<file path="src/rtl/memory_access_unit_pkg.sv">
// Shared types and constants for the memory access unit: funct3 codes, FSM states,
// and the access legality check applied to each incoming request.
package memory_access_unit_pkg;

    localparam logic [2:0] F3_B  = 3'b000;
    localparam logic [2:0] F3_H  = 3'b001;
    localparam logic [2:0] F3_W  = 3'b010;
    localparam logic [2:0] F3_BU = 3'b100;
    localparam logic [2:0] F3_HU = 3'b101;

    typedef enum logic [2:0] {
        ST_IDLE  = 3'd0,
        ST_READ  = 3'd1,
        ST_MERGE = 3'd2,
        ST_WRITE = 3'd3,
        ST_DONE  = 3'd4
    } state_t;

    // Stores have no unsigned variants, so any funct3 with bit 2 set is illegal for them.
    function automatic logic access_fault(input logic       is_write,
                                          input logic [2:0] funct3,
                                          input logic [1:0] addr_lo);
        logic f;
        f = 1'b0;
        case (funct3)
            F3_B, F3_BU:  f = 1'b0;
            F3_H, F3_HU:  f = addr_lo[0];
            F3_W:         f = (addr_lo != 2'b00);
            default:      f = 1'b1;
        endcase
        if (is_write && funct3[2])
            f = 1'b1;
        return f;
    endfunction

endpackage

</file>
<file path="src/rtl/memory_access_unit_lane_merge.sv">
// Byte/half lane handling: builds the merged word for SB/SH read-modify-write
// and extracts the sign- or zero-extended lane for loads (little-endian).
module memory_access_unit_lane_merge (
    input  logic [31:0] old_word_i,
    input  logic [31:0] new_data_i,
    input  logic [1:0]  addr_lo_i,
    input  logic [1:0]  size_i,
    input  logic        unsigned_i,
    output logic [31:0] merged_o,
    output logic [31:0] load_o
);

    logic [7:0]  byte_lane;
    logic [15:0] half_lane;

    always_comb begin
        merged_o = old_word_i;
        case (size_i)
            2'b00: begin
                case (addr_lo_i)
                    2'd0:    merged_o[7:0]   = new_data_i[7:0];
                    2'd1:    merged_o[15:8]  = new_data_i[7:0];
                    2'd2:    merged_o[23:16] = new_data_i[7:0];
                    default: merged_o[31:24] = new_data_i[7:0];
                endcase
            end
            2'b01: begin
                if (addr_lo_i[1])
                    merged_o[31:16] = new_data_i[15:0];
                else
                    merged_o[15:0]  = new_data_i[15:0];
            end
            default: merged_o = new_data_i;
        endcase
    end

    always_comb begin
        case (addr_lo_i)
            2'd0:    byte_lane = old_word_i[7:0];
            2'd1:    byte_lane = old_word_i[15:8];
            2'd2:    byte_lane = old_word_i[23:16];
            default: byte_lane = old_word_i[31:24];
        endcase
        half_lane = addr_lo_i[1] ? old_word_i[31:16] : old_word_i[15:0];

        case (size_i)
            2'b00:   load_o = {{24{byte_lane[7] & ~unsigned_i}}, byte_lane};
            2'b01:   load_o = {{16{half_lane[15] & ~unsigned_i}}, half_lane};
            default: load_o = old_word_i;
        endcase
    end

endmodule

</file>
<file path="src/rtl/memory_access_unit.sv">
// RV32I load/store front end for a word-wide block memory with 1-cycle registered read.
// state | meaning
// IDLE  | ready for a request
// READ  | read enable issued for latched word address (loads, SB/SH)
// MERGE | read data valid: extract load lane or write merged SB/SH word
// WRITE | SW: write latched store data
// DONE  | response held until resp_ready
module memory_access_unit
    import memory_access_unit_pkg::*;
#(
    parameter int ADDRESS_SIZE = 10
) (
    input  logic                    clk,
    input  logic                    reset_n,
    input  logic                    req_valid,
    output logic                    req_ready,
    input  logic                    req_write,
    input  logic [2:0]              req_funct3,
    input  logic [31:0]             req_address,
    input  logic [31:0]             req_write_data,
    output logic                    resp_valid,
    input  logic                    resp_ready,
    output logic [31:0]             resp_data,
    output logic                    resp_fault,
    output logic                    mem_read_enable,
    output logic                    mem_write_enable,
    output logic [ADDRESS_SIZE-1:0] mem_read_address,
    output logic [ADDRESS_SIZE-1:0] mem_write_address,
    output logic [31:0]             mem_write_data,
    input  logic [31:0]             mem_read_data
);

    state_t                  state_q;
    logic                    write_q;
    logic [2:0]              funct3_q;
    logic [1:0]              addr_lo_q;
    logic [ADDRESS_SIZE-1:0] word_addr_q;
    logic [31:0]             wdata_q;
    logic [31:0]             resp_data_q;
    logic                    resp_fault_q;

    logic                    fault_d;
    logic [31:0]             merged_word;
    logic [31:0]             load_word;
    logic                    unused_addr_bits;

    assign fault_d          = access_fault(req_write, req_funct3, req_address[1:0]);
    assign unused_addr_bits = ^req_address[31:ADDRESS_SIZE+2];

    memory_access_unit_lane_merge u_lane_merge (
        .old_word_i (mem_read_data),
        .new_data_i (wdata_q),
        .addr_lo_i  (addr_lo_q),
        .size_i     (funct3_q[1:0]),
        .unsigned_i (funct3_q[2]),
        .merged_o   (merged_word),
        .load_o     (load_word)
    );

    always_ff @(posedge clk) begin
        if (!reset_n) begin
            state_q      <= ST_IDLE;
            write_q      <= 1'b0;
            funct3_q     <= 3'b000;
            addr_lo_q    <= 2'b00;
            word_addr_q  <= '0;
            wdata_q      <= 32'h0;
            resp_data_q  <= 32'h0;
            resp_fault_q <= 1'b0;
        end else begin
            case (state_q)
                ST_IDLE: begin
                    if (req_valid) begin
                        write_q      <= req_write;
                        funct3_q     <= req_funct3;
                        addr_lo_q    <= req_address[1:0];
                        word_addr_q  <= req_address[ADDRESS_SIZE+1:2];
                        wdata_q      <= req_write_data;
                        resp_data_q  <= 32'h0;
                        resp_fault_q <= fault_d;
                        if (fault_d)
                            state_q <= ST_DONE;
                        else if (req_write && (req_funct3 == F3_W))
                            state_q <= ST_WRITE;
                        else
                            state_q <= ST_READ;
                    end
                end
                ST_READ:  state_q <= ST_MERGE;
                ST_MERGE: begin
                    if (!write_q)
                        resp_data_q <= load_word;
                    state_q <= ST_DONE;
                end
                ST_WRITE: state_q <= ST_DONE;
                ST_DONE: begin
                    if (resp_ready) begin
                        resp_data_q  <= 32'h0;
                        resp_fault_q <= 1'b0;
                        state_q      <= ST_IDLE;
                    end
                end
                default:  state_q <= ST_IDLE;
            endcase
        end
    end

    assign req_ready  = (state_q == ST_IDLE);
    assign resp_valid = (state_q == ST_DONE);
    assign resp_data  = resp_data_q;
    assign resp_fault = resp_fault_q;

    // Gated by reset_n so a reset edge landing mid-RMW never commits the write.
    assign mem_read_enable   = reset_n && (state_q == ST_READ);
    assign mem_write_enable  = reset_n && ((state_q == ST_WRITE) ||
                                           ((state_q == ST_MERGE) && write_q));
    assign mem_read_address  = word_addr_q;
    assign mem_write_address = word_addr_q;
    assign mem_write_data    = (state_q == ST_WRITE) ? wdata_q : merged_word;

endmodule

</file>
<file path="config.mk">
export PLATFORM = sky130hd
export DESIGN_NAME = memory_access_unit
export DESIGN_NICKNAME = d
export VERILOG_FILES = /design/src/rtl/memory_access_unit_pkg.sv /design/src/rtl/memory_access_unit_lane_merge.sv /design/src/rtl/memory_access_unit.sv
export SDC_FILE = /design/constraint.sdc
export NUM_CORES = 1
export LEC_CHECK = 0
export CAP_MARGIN = 20
export CORE_ASPECT_RATIO = 1.25
export CORE_MARGIN = 4
export CORE_UTILIZATION = 25
export CTS_CLUSTER_DIAMETER = 120
export DETAILED_ROUTE_END_ITERATION = 16
export GPL_ROUTABILITY_DRIVEN = 0
export HOLD_SLACK_MARGIN = 0.05
export SLEW_MARGIN = 30
export SYNTH_ARGS = -nofsm -noshare
export SYNTH_HDL_FRONTEND = slang
export SYNTH_HIERARCHICAL = 1
export SYNTH_SLANG_ARGS = --single-unit
</file>
<file path="constraint.sdc">
create_clock -name clk -period 2.3 [get_ports clk]
set_input_delay 0.46 -clock clk [delete_from_list [all_inputs] [get_ports clk]]
set_output_delay 0.46 -clock clk [all_outputs]
set_load 0.03 [all_outputs]
</file>
* After elaboration in Yosys (flattened, before gate mapping)
Cells that the tools add are included.
** Word-level totals
- Output and inout bits :: 89
- Word-level logic and storage cells :: 71
- Register bits :: 84
** Cells by class
- Equality and inequality tests :: 14
- Reduce and logical (&&, ||, !) cells :: 21
- Bitwise operators :: 3
- Muxes and demuxes :: 25
** Operators by type and width (count)
- two-way mux 32 bit :: 4
- one-hot mux 32 bit (2 select lines) :: 2
- one-hot mux 32 bit (3 select lines) :: 1
- two-way mux 16 bit :: 3
- two-way mux 8 bit :: 4
- one-hot mux 8 bit (3 select lines) :: 1
- one-hot mux 3 bit (4 select lines) :: 1
- == test 3 x 2 -> 1 bit (second input constant) :: 3
- == test 3 bit (second input constant) :: 3
- two-way mux 3 bit :: 3
- == test 3 x 1 -> 1 bit (second input constant) :: 2
- zero test 3 bit :: 2
- OR reduction 2 bit :: 3
- logical AND 1 bit :: 5
- == test 2 x 1 -> 1 bit (second input constant) :: 2
- zero test 2 bit :: 2
- inequality test 2 bit (second input constant) :: 2
- AND reduction 2 bit :: 2
- AND reduction 4 bit :: 1
- nonzero test 2 bit :: 2
- two-way mux 1 bit :: 3
- one-hot mux 1 bit (3 select lines) :: 1
- AND reduction 3 bit :: 1
- nonzero test 3 bit :: 1
- 8 further kinds :: 9

* Longest topological paths before layout
Gate-level depths: netlist of the first run.
- Depth in word-level cells :: 7
- Mapped depth :: 9
- Mapped depth without buffers :: 6

* By module
The synthesis of the first run kept the hierarchy.
** Modules (own cells, without submodules)
- memory_access_unit :: instances 1, cells an instance 430, area each 3742.3 um^2, sequential area each 1681.6 um^2
- memory_access_unit_lane_merge :: instances 1, cells an instance 227, area each 1645.3 um^2, sequential area each 0.0 um^2

* Least setup slack after synthesis of the first run
OpenSTA, ideal clock, no wires.
- Path kind :: input -> output
- From :: input port reset_n
- To :: output port mem_read_enable
- Required time :: 1.840 ns
- Data arrival time :: 1.709 ns
- Slack :: 0.131 ns
- Buffers on the path :: 1
- Stages :: 2
- Cells stage by stage :: clkbuf_1 -> nor4bb_1
** Between the ends
- Longest elaborated chain between the ends :: 1
** RTL lines
- start, declared :: RTL line memory_access_unit.sv:14 : input logic reset_n,
- logical AND 1 bit :: RTL line memory_access_unit.sv:114 : assign mem_read_enable = reset_n && (state_q == ST_READ);
- end, declared :: RTL line memory_access_unit.sv:25 : output logic mem_read_enable,
No other way between the ends.

* Worst setup path in the final report of the first run
- From :: register addr_lo_q[0]
- To :: output port mem_write_data[17]
** Between the ends
- Longest elaborated chain between the ends :: 4
** RTL lines
- start, declared :: RTL line memory_access_unit.sv:36 : logic [1:0] addr_lo_q;
- start signal, assigned :: RTL line memory_access_unit.sv:76 : addr_lo_q <= req_address[1:0];
- == test 2 bit :: RTL line memory_access_unit_lane_merge.sv:20 : case (addr_lo_i)
- two-way mux 8 bit :: RTL line memory_access_unit_lane_merge.sv:20
- one-hot mux 32 bit (2 select lines) :: RTL line memory_access_unit_lane_merge.sv:18 : case (size_i)
- named net merged_word[17] :: RTL line memory_access_unit.sv:43 : logic [31:0] merged_word;
- two-way mux 32 bit :: RTL line memory_access_unit.sv:119 : assign mem_write_data = (state_q == ST_WRITE) ? wdata_q : merged_word;
- end, declared :: RTL line memory_access_unit.sv:29 : output logic [31:0] mem_write_data,
The timed path passes the listed nets, and every way through them passes these cells.

==> reports/results.tsv, run 1 <==
metric	value	unit
core	21000	sq um
fill_cells	2118	
path_cells	buf_6 -> buf_12 -> nor2b_4 -> buf_12 -> mux2i_1 -> o221ai_1 -> mux2_4 -> buf_6	
fin_nets	959	
ant_nets	0	
p_leak	0.00345	uW
post-route-period-util	106	%
layout_setup_ws	-0.141	ns
cts_made_buffers	9	
cap_violations	0	
postSynth.asyncResetShare	0	%
crit_path_max_fanout	7	
synth_ff_type	dfxtp_1	
clock_path_buffers	2	
worstMarginPinSlew	0.515	ns
fmax	0.410	GHz
multi_input_area	3460	sq um
regArea	1690	sq um
violations	negative setup slack	
period_minus_slack	2.44	ns
numPortBuffers	172	
slew_headroom	65.2	%
yosysSeqAreaShare	31.2	%
pin_count	193	
die_area	24000	sq um
rsz0062_at_grt	yes	
die_h	172	microns
area.growth.synth_to_final	61.4	%
die-width	139	microns
netlist_area	5390	sq um
setup.worst_path.class	reg -> out	
max_stage_delay	0.33	ns
drc	0	
yosysUniqueCellTypes	48	
layout_common_cells	nand2_1, clkdlybuf4s50_1, dfxtp_1, buf_4, inv_1	
synth_edf_count	0	
critPathTopFamily	buffers and inverters	
hp-class	reg -> reg	
syn_nets	761	
cts_max_level	3	
grt_max_degree	51	
cp.required	1.84	ns
ys_warn_count	6	
wire_per_inst	18.4	microns
tns	-2.42	ns
start_util	25.6	%
dr_total_vias	5531	
antenna_found_initial	1	
overflow	0	
hold_ws	0.461	ns
power.density	583	nW/um^2
avgSynthCellArea	8.20	sq um
cp_num_buf_inv	4	
cts_tree	built	
grt_pass1_vias	5321	
synth_seq_cells	84	
setup_viol	30	
ir_worst_vdd	0.000382	V
end_kind	output port	
arrival	1.98	ns
hold_viol_final	0	
rows	59	
critPathSlowestCell	dfxtp_2	
final_cells	1136	
insertion_delay	0.36	ns
status	finished, violations left	
drive_gt1_share	25.6	%
cts.clk_slew.worst_paths	0.07	ns
synthCells	657	
first_pass_iters	5	
final_cell_area	8700	sq um
grt_use_total	16.6	%
clk_root_buffer_cell	clkbuf_16	
grt_pass1_wl	31.1	mm
vias_per_cell	4.87	
dpl_cell_area	7610	sq um
routed_wl	20.9	mm
dp_cells	1092	
maxSlewViolCount	0	
skew	0.0111	ns
start_kind	flip-flop	
dpl.hpwl	15.0	mm
final_common_cell	nand2_1	
cts_num_sinks	84	
drt_iter0_markers	409	
## registers in the layout, summed over array words and instances (netlist names)
| signal | cells |
|---|---|
| resp_fault | 1 |
| state_q | 3 |
| write_q | 1 |
| funct3_q | 3 |
| resp_data | 32 |
| addr_lo_q | 2 |
| mem_read_address | 10 |
| wdata_q | 32 |
## worst min-delay path, cell delays in order, from the launching register on
cell	delay, ns
dfxtp_1	0.31
inv_1	0.05
o31ai_1	0.06
## Yosys cell counts (all sizes together), types with 14 or more instances
cell type / count / area, sq um
a21boi: 50 / 375
buf: 44 / 279
clkbuf: 25 / 95.1
dfxtp: 84 / 1680
inv: 45 / 169
mux2: 40 / 450
mux2i: 30 / 300
nand2: 150 / 563
nand3: 37 / 185
o221ai: 14 / 123
o31ai: 32 / 240
## where the power goes
group | total (uW) | internal (uW) | leakage [uW] | switching (uW)
Combinational | 1850 | 929 | 0.00260 | 924
Clock | 1620 | 959 | 0.000160 | 661
Sequential | 1600 | 1520 | 0.000687 | 73.5
Total | 5070 | 3410 | 0.00345 | 1660
## through the flow
stage / setup slack [ns] / total power, uW / utilization [%]
after floorplan: 0.131 / 2530 / -
after global placement: -0.194 / 3200 / 36.2
after detailed placement: -0.180 / 3210 / 36.2
after CTS: -0.125 / 5040 / 40.3
after global routing: -0.205 / 5280 / 41.3
final: -0.141 / 5070 / 41.3
## cell type report
cell class | count | share of cell area, %
diodes | 2 | 0.0576
clock buffers | 9 | 2.59
clock inverters | 7 | 1.15
inverters | 45 | 2.00
multi-input cells | 459 | 39.8
flip-flops and latches | 84 | 19.5
well taps | 274 | 3.94
repair buffers | 256 | 31.0
## what timing repair did
| action | CTS | global route |
|---|---|---|
| buffers inserted | 13 | 12 |
| resized for setup | 101 | 41 |
| endpoints found under the setup margin | 33 | 33 |
| hold buffers | 0 | 0 |
| gates cloned | 2 | 1 |
| pin swaps | 20 | 11 |
## metal layers
metal,vias to the layer above,global-route usage [%],wire length (microns)
met4,0,6.38,462
met2,183,27.8,10000
met5,-,0,0
met1,2606,20.8,8860
li1,2719,-,-
met3,23,4.20,1550
## logic make-up (layout without fill, tap and decap cells)
family | Yosys count | after routing | share of synthesized area (%)
AND/OR/NAND/NOR | 229 | 229 | 19.1
AO/OA/AOI/OAI | 153 | 153 | 22.7
flip-flops | 84 | 84 | 31.2
multiplexers | 77 | 77 | 16.9
other | 0 | 2 | 0
buffers and inverters | 114 | 317 | 10.1
## worst paths after layout
| kind | start | to | slack [ns] | cells past startpoint |
|---|---|---|---|---|
| setup / recovery | addr_lo_q[0] | mem_write_data[17] | -0.14 | 8 |
| hold / removal | resp_data[10] | resp_data[10] | 0.46 | 2 |
| setup reg to reg | addr_lo_q[0] | resp_data[24] | 0.22 | 9 |
| hold reg to reg | resp_data[10] | resp_data[10] | 0.46 | 2 |
Note: power is estimated with default switching activity, not from simulation.
==> inputs of run 2 (changes only) <==
MAX_ROUTING_LAYER = met4   (was default)
==> reports/results.tsv, run 2 (synthesis gave the netlist of run 1 again) <==
metric	value	unit	change
status	finished, violations left		
violations	negative setup slack		
layout_common_cells	nand2_1, clkdlybuf4s50_1, dfxtp_1, buf_4, inv_1		
ir_worst_vdd	0.000384	V	+0.52%
cp_num_buf_inv	3		-1
crit_path_max_fanout	7		unchanged
final_cell_area	8700	sq um	unchanged
grt_max_degree	51		unchanged
insertion_delay	0.36	ns	about the same
die-width	139	microns	unchanged
area.growth.synth_to_final	61.4	%	unchanged
clock_path_buffers	2		unchanged
hold_viol_final	0		unchanged
cts_max_level	3		unchanged
cap_violations	0		unchanged
cts_num_sinks	84		unchanged
whs_path_depth	2		unchanged
end_kind	output port		
fin_nets	959		unchanged
hp-start	resp_data[13]		
dpl_cell_area	7610	sq um	unchanged
start_kind	flip-flop		
vias_per_cell	4.87		about the same
pin_count	193		unchanged
cts.clk_slew.worst_paths	0.07	ns	about the same
overflow	0		unchanged
p_leak	0.00345	uW	unchanged
r2r-start	addr_lo_q[0]		
numPortBuffers	172		unchanged
final_common_cell	nand2_1		
wire_per_inst	18.4	microns	-0.10%
power.density	583	nW/um^2	about the same
reg2reg_depth	9		unchanged
post-route-period-util	106	%	+0.14 points
dp_cells	1092		unchanged
fin_util	41.3	%	unchanged
final_cells	1136		unchanged
tns	-2.48	ns	-0.0589 ns
fill_cells	2118		unchanged
slew_headroom	65.1	%	-0.097 points
arrival	1.98	ns	about the same
drt_iter0_markers	472		+15%
skew	0.0119	ns	+0.000749 ns
ant_nets	0		unchanged
clk_root_buffer_cell	clkbuf_16		
layout_setup_ws	-0.144	ns	-0.00324 ns
power	5070	uW	about the same
rsz0062_at_grt	yes		
setup_viol	31		+3.3%
cts_made_buffers	9		unchanged
cts_tree	built		
period_minus_slack	2.44	ns	+0.00324 ns
critPathTopFamily	compound AO/OA/AOI/OAI gates		
met3_usage	3.79	%	-0.41 points
core	21000	sq um	unchanged
critPathSlowestCell	a222oi_1		
hold_buffers	0		unchanged
top_usage_layer	met2		
start_util	25.6	%	unchanged
dpl.hpwl	15.0	mm	unchanged
cp.required	1.84	ns	about the same
drc	0		unchanged
routed_wl	20.9	mm	-0.10%
grt_pass1_vias	5333		+0.23%
grt_use_total	17.1	%	+0.51 points
cp.depth	7		-1
worstMarginPinSlew	0.517	ns	+0.00144 ns
first_pass_iters	6		+1
die_h	172	microns	unchanged
grt_pass1_wl	31.1	mm	-0.11%
die_area	24000	sq um	unchanged
globalRouteMet1Util	21.1	%	+0.34 points
setup.worst_path.class	reg -> out		
fmax	0.409	GHz	-0.13%
maxSlewViolCount	0		unchanged
path_cells	buf_6 -> or2_4 -> a21oi_4 -> a222oi_1 -> inv_1 -> mux2_4 -> buf_12		
hp-class	reg -> reg		
antenna_found_initial	1		unchanged
dr_total_vias	5527		-0.072%
met2_usage	27.7	%	-0.042 points
max_stage_delay	0.40	ns	+0.07 ns
rows	59		unchanged
drive_gt1_share	25.6	%	unchanged
crit_start	addr_lo_q[0]		
[run 2: power breakdown]
part	switching, uW	internal, uW
registers	73.7	1530
clock network	660	959
logic	923	929
[run 2: worst register-to-register path: cells and delay by family, from the launching register on]
family	cells	cell delay, ns
buffers and inverters	3	0.40
DFF	1	0.33
AOI/OAI and AO/OA	3	0.94
and+or+nand+nor	2	0.18
muxes	1	0.12
[run 2: final timing paths]
| path | slack [ns] | end |
|---|---|---|
| max | -0.14 | mem_write_data[15] |
| min | 0.46 | resp_data[13] |
| max reg2reg | 0.21 | resp_data[24] |
| min reg2reg | 0.46 | resp_data[13] |
[run 2: final cells by class]
type / instances / area (sq um) / area share (%)
well taps: 274 / 343 / 3.94
repair buffers: 256 / 2700 / 31.0
multi-input cells: 459 / 3460 / 39.8
clock inverters: 7 / 100 / 1.15
flip-flops and latches: 84 / 1690 / 19.5
diodes: 2 / 5.00 / 0.0576
inverters: 45 / 174 / 2.00
clock buffers: 9 / 225 / 2.59
[run 2: layer usage]
metal  up-vias  routed length (microns)  part of all wire, %
met2       183                    10000                   48
met3        22                     1410                  6.7
met5         -                        0                    0
met1      2600                     8920                   43
met4         0                      499                  2.4
li1       2722                        -                    -
[run 2: repair_timing]
| action | 4_1_cts | 5_1_grt |
|---|---|---|
| resized for setup | 101 | 41 |
| cloned | 2 | 1 |
| setup endpoints to repair | 33 | 33 |
| pin swaps | 20 | 11 |
| buffers inserted | 13 | 12 |
[run 2: per-stage QoR]
step	setup WS, ns	hold WS (ns)
2_1_floorplan	0.131	0.435
3_3_place_gp	-0.194	0.453
3_5_place_dp	-0.180	0.456
4_1_cts	-0.125	0.466
5_1_grt	-0.206	0.482
6_report	-0.144	0.463
==> inputs of run 3 (changes only) <==
CORE_UTILIZATION = 46   (was 25)
PLACE_DENSITY = 0.82   (was default)
==> reports/results.tsv, run 3 (synthesis gave the netlist of run 1 again) <==
metric	value	unit	change
status	finished, violations left		
violations	negative setup slack		
grt_max_degree	45		-12%
skew	0.0119	ns	+0.0000547 ns
vias_per_cell	6.53		+34%
layout_setup_ws	-0.266	ns	-0.122 ns
clk_root_buffer_cell	clkbuf_16		
rows	43		-27%
routed_wl	23.8	mm	+14%
cts_made_buffers	9		unchanged
arrival	2.11	ns	+0.13 ns
fill_cells	711		-66%
intPower	3350	uW	-1.7%
cts_tree	built		
grt_pass1_vias	6152		+15%
hold_end	resp_data[29]		
antenna_found_initial	2		+1
core	11300	sq um	-46%
switching_share	33.9	%	+1.2 points
maxSlewViolCount	0		unchanged
cp_common_cell	buf_6		
final_cells	1010		-11%
period_minus_slack	2.57	ns	+0.122 ns
drt_iter0_markers	865		+83%
crit_path_max_fanout	7		unchanged
p_leak	0.00349	uW	+1.1%
hp-class	reg -> reg		
cap_violations	0		unchanged
hold_ws	0.463	ns	-0.000300 ns
share_comb_of_total_power	38.0	%	+1.5 points
setup.worst_path.class	reg -> out		
end_kind	output port		
hold_viol_final	0		unchanged
slew_headroom	52.9	%	-12 points
reg2reg_depth	8		-1
cts.clk_slew.worst_paths	0.07	ns	about the same
die_area	13500	sq um	-44%
cts_num_sinks	84		unchanged
power_frac_clock	30.3	%	-1.6 points
clock_path_buffers	2		unchanged
first_pass_iters	8		+2
insertion_delay	0.36	ns	about the same
cp.required	1.84	ns	about the same
area.growth.synth_to_final	59.8	%	
power.switching	1720	uW	+3.8%
ant_nets	0		unchanged
pin_count	193		unchanged
dr_total_vias	6592		+19%
wire_per_inst	23.6	microns	+28%
fin_nets	972		+1.4%
die-width	105	microns	-25%
fmax	0.390	GHz	-4.7%
hp-start	resp_data[29]		
drive_gt1_share	26.6	%	+0.99 points
final_common_cell	nand2_1		
grt_pass1_wl	32.7	mm	+5.4%
path_cells	buf_6 -> nor2b_4 -> buf_12 -> mux2i_1 -> o221ai_1 -> mux2_4 -> buf_6		
worstMarginPinSlew	0.701	ns	+0.185 ns
numPortBuffers	172		unchanged
setup_viol	32		+3.2%
start_kind	flip-flop		
overflow	0		unchanged
p_seq_share	31.7	%	+0.2 points
grt_use_total	31.8	%	+15 points
r2r_end	resp_data[23]		
max_stage_delay	0.38	ns	-0.02 ns
drc	0		unchanged
dp_cells	952		-13%
start_util	47.7	%	+22 points
die_h	129	microns	-25%
r2r-start	funct3_q[0]		
post-route-period-util	112	%	+5.3 points
whs_path_depth	2		unchanged
rsz0062_at_grt	yes		
cts_max_level	3		unchanged
power.density	589	nW/um^2	+1.1%
rrSetupSlack	-0.05	ns	-0.26 ns
critPathSlowestCell	dfxtp_4		
dpl.hpwl	13.2	mm	-12%
layout_common_cells	nand2_1, clkdlybuf4s50_1, dfxtp_1, buf_4, inv_1		
ir_worst_vdd	0.000404	V	+5.3%
run 3: per-stage QoR:
| step | cell area [sq um] | setup WS, ns | utilization, % | power (uW) | TNS, ns |
|---|---|---|---|---|---|
| after floorplan | 5390 | 0.131 | - | 2530 | 0 |
| after global placement | 7370 | -0.284 | 65.2 | 3110 | -1.78 |
| after detailed placement | 7370 | -0.282 | 65.2 | 3140 | -2.56 |
| after CTS | 8340 | -0.0868 | 73.8 | 4850 | -1.62 |
| after global routing | 8610 | -0.290 | 76.2 | 5220 | -5.42 |
| final | 8610 | -0.266 | 76.2 | 5070 | -4.05 |
run 3: timing repair:
item | in CTS | in global routing
hold buffers | 0 | 0
gates resized for setup | 135 | 40
setup endpoints to repair | 33 | 33
gates cloned | 5 | 1
pin swaps | 16 | 12
setup buffers | 23 | 11
run 3: per-layer routing:
layer,vias to the layer above,track usage (%),part of all wire (%)
met1,3042,35.2,34
met3,201,5.77,11
met5,-,-,0
met2,604,52.2,46
met4,0,21.5,8.3
li1,2745,-,-
run 3: final cells by class:
class	count	area, sq um	share of cell area (%)
Timing Repair Buffer	268	2780	32.3
Tap cell	135	169	1.96
Clock buffer	12	256	2.98
Sequential cell	84	1690	19.7
Antenna cell	2	5.00	0.0581
Clock inverter	4	47.5	0.552
Inverter	45	171	1.99
Multi-Input combinational cell	460	3490	40.5
run 3: power by group through the flow:
stage          clock network, uW  logic, uW  registers (uW)
5_1_grt                     1620       1990            1610
3_5_place_dp                   0       1520            1620
4_1_cts                     1500       1750            1600
6_report                    1540       1930            1610
3_3_place_gp                   0       1490            1620
2_1_floorplan                  0        890            1640
run 3: how the worst max path moves through the flow:
stage | startpoint | endpoint | slack [ns] | cells past startpoint
3_3_place_gp | mem_read_data[30] | mem_write_data[30] | -0.28 | 8
6_report | addr_lo_q[1] | mem_write_data[16] | -0.27 | 7
5_1_grt | addr_lo_q[1] | mem_write_data[16] | -0.29 | 7
3_5_place_dp | mem_read_data[22] | mem_write_data[22] | -0.28 | 5
2_1_floorplan | reset_n | mem_read_enable | 0.13 | 2
4_1_cts | addr_lo_q[0] | mem_write_data[28] | -0.09 | 6
run 3: worst max-delay path, delay by kind of cell (launching register included):
kind,cells,cell delay (ns)
AO/OA/AOI/OAI,1,0.20
buffers and inverters,3,0.42
multiplexers,2,0.54
flip-flops,1,0.38
AND/OR/NAND/NOR,1,0.20
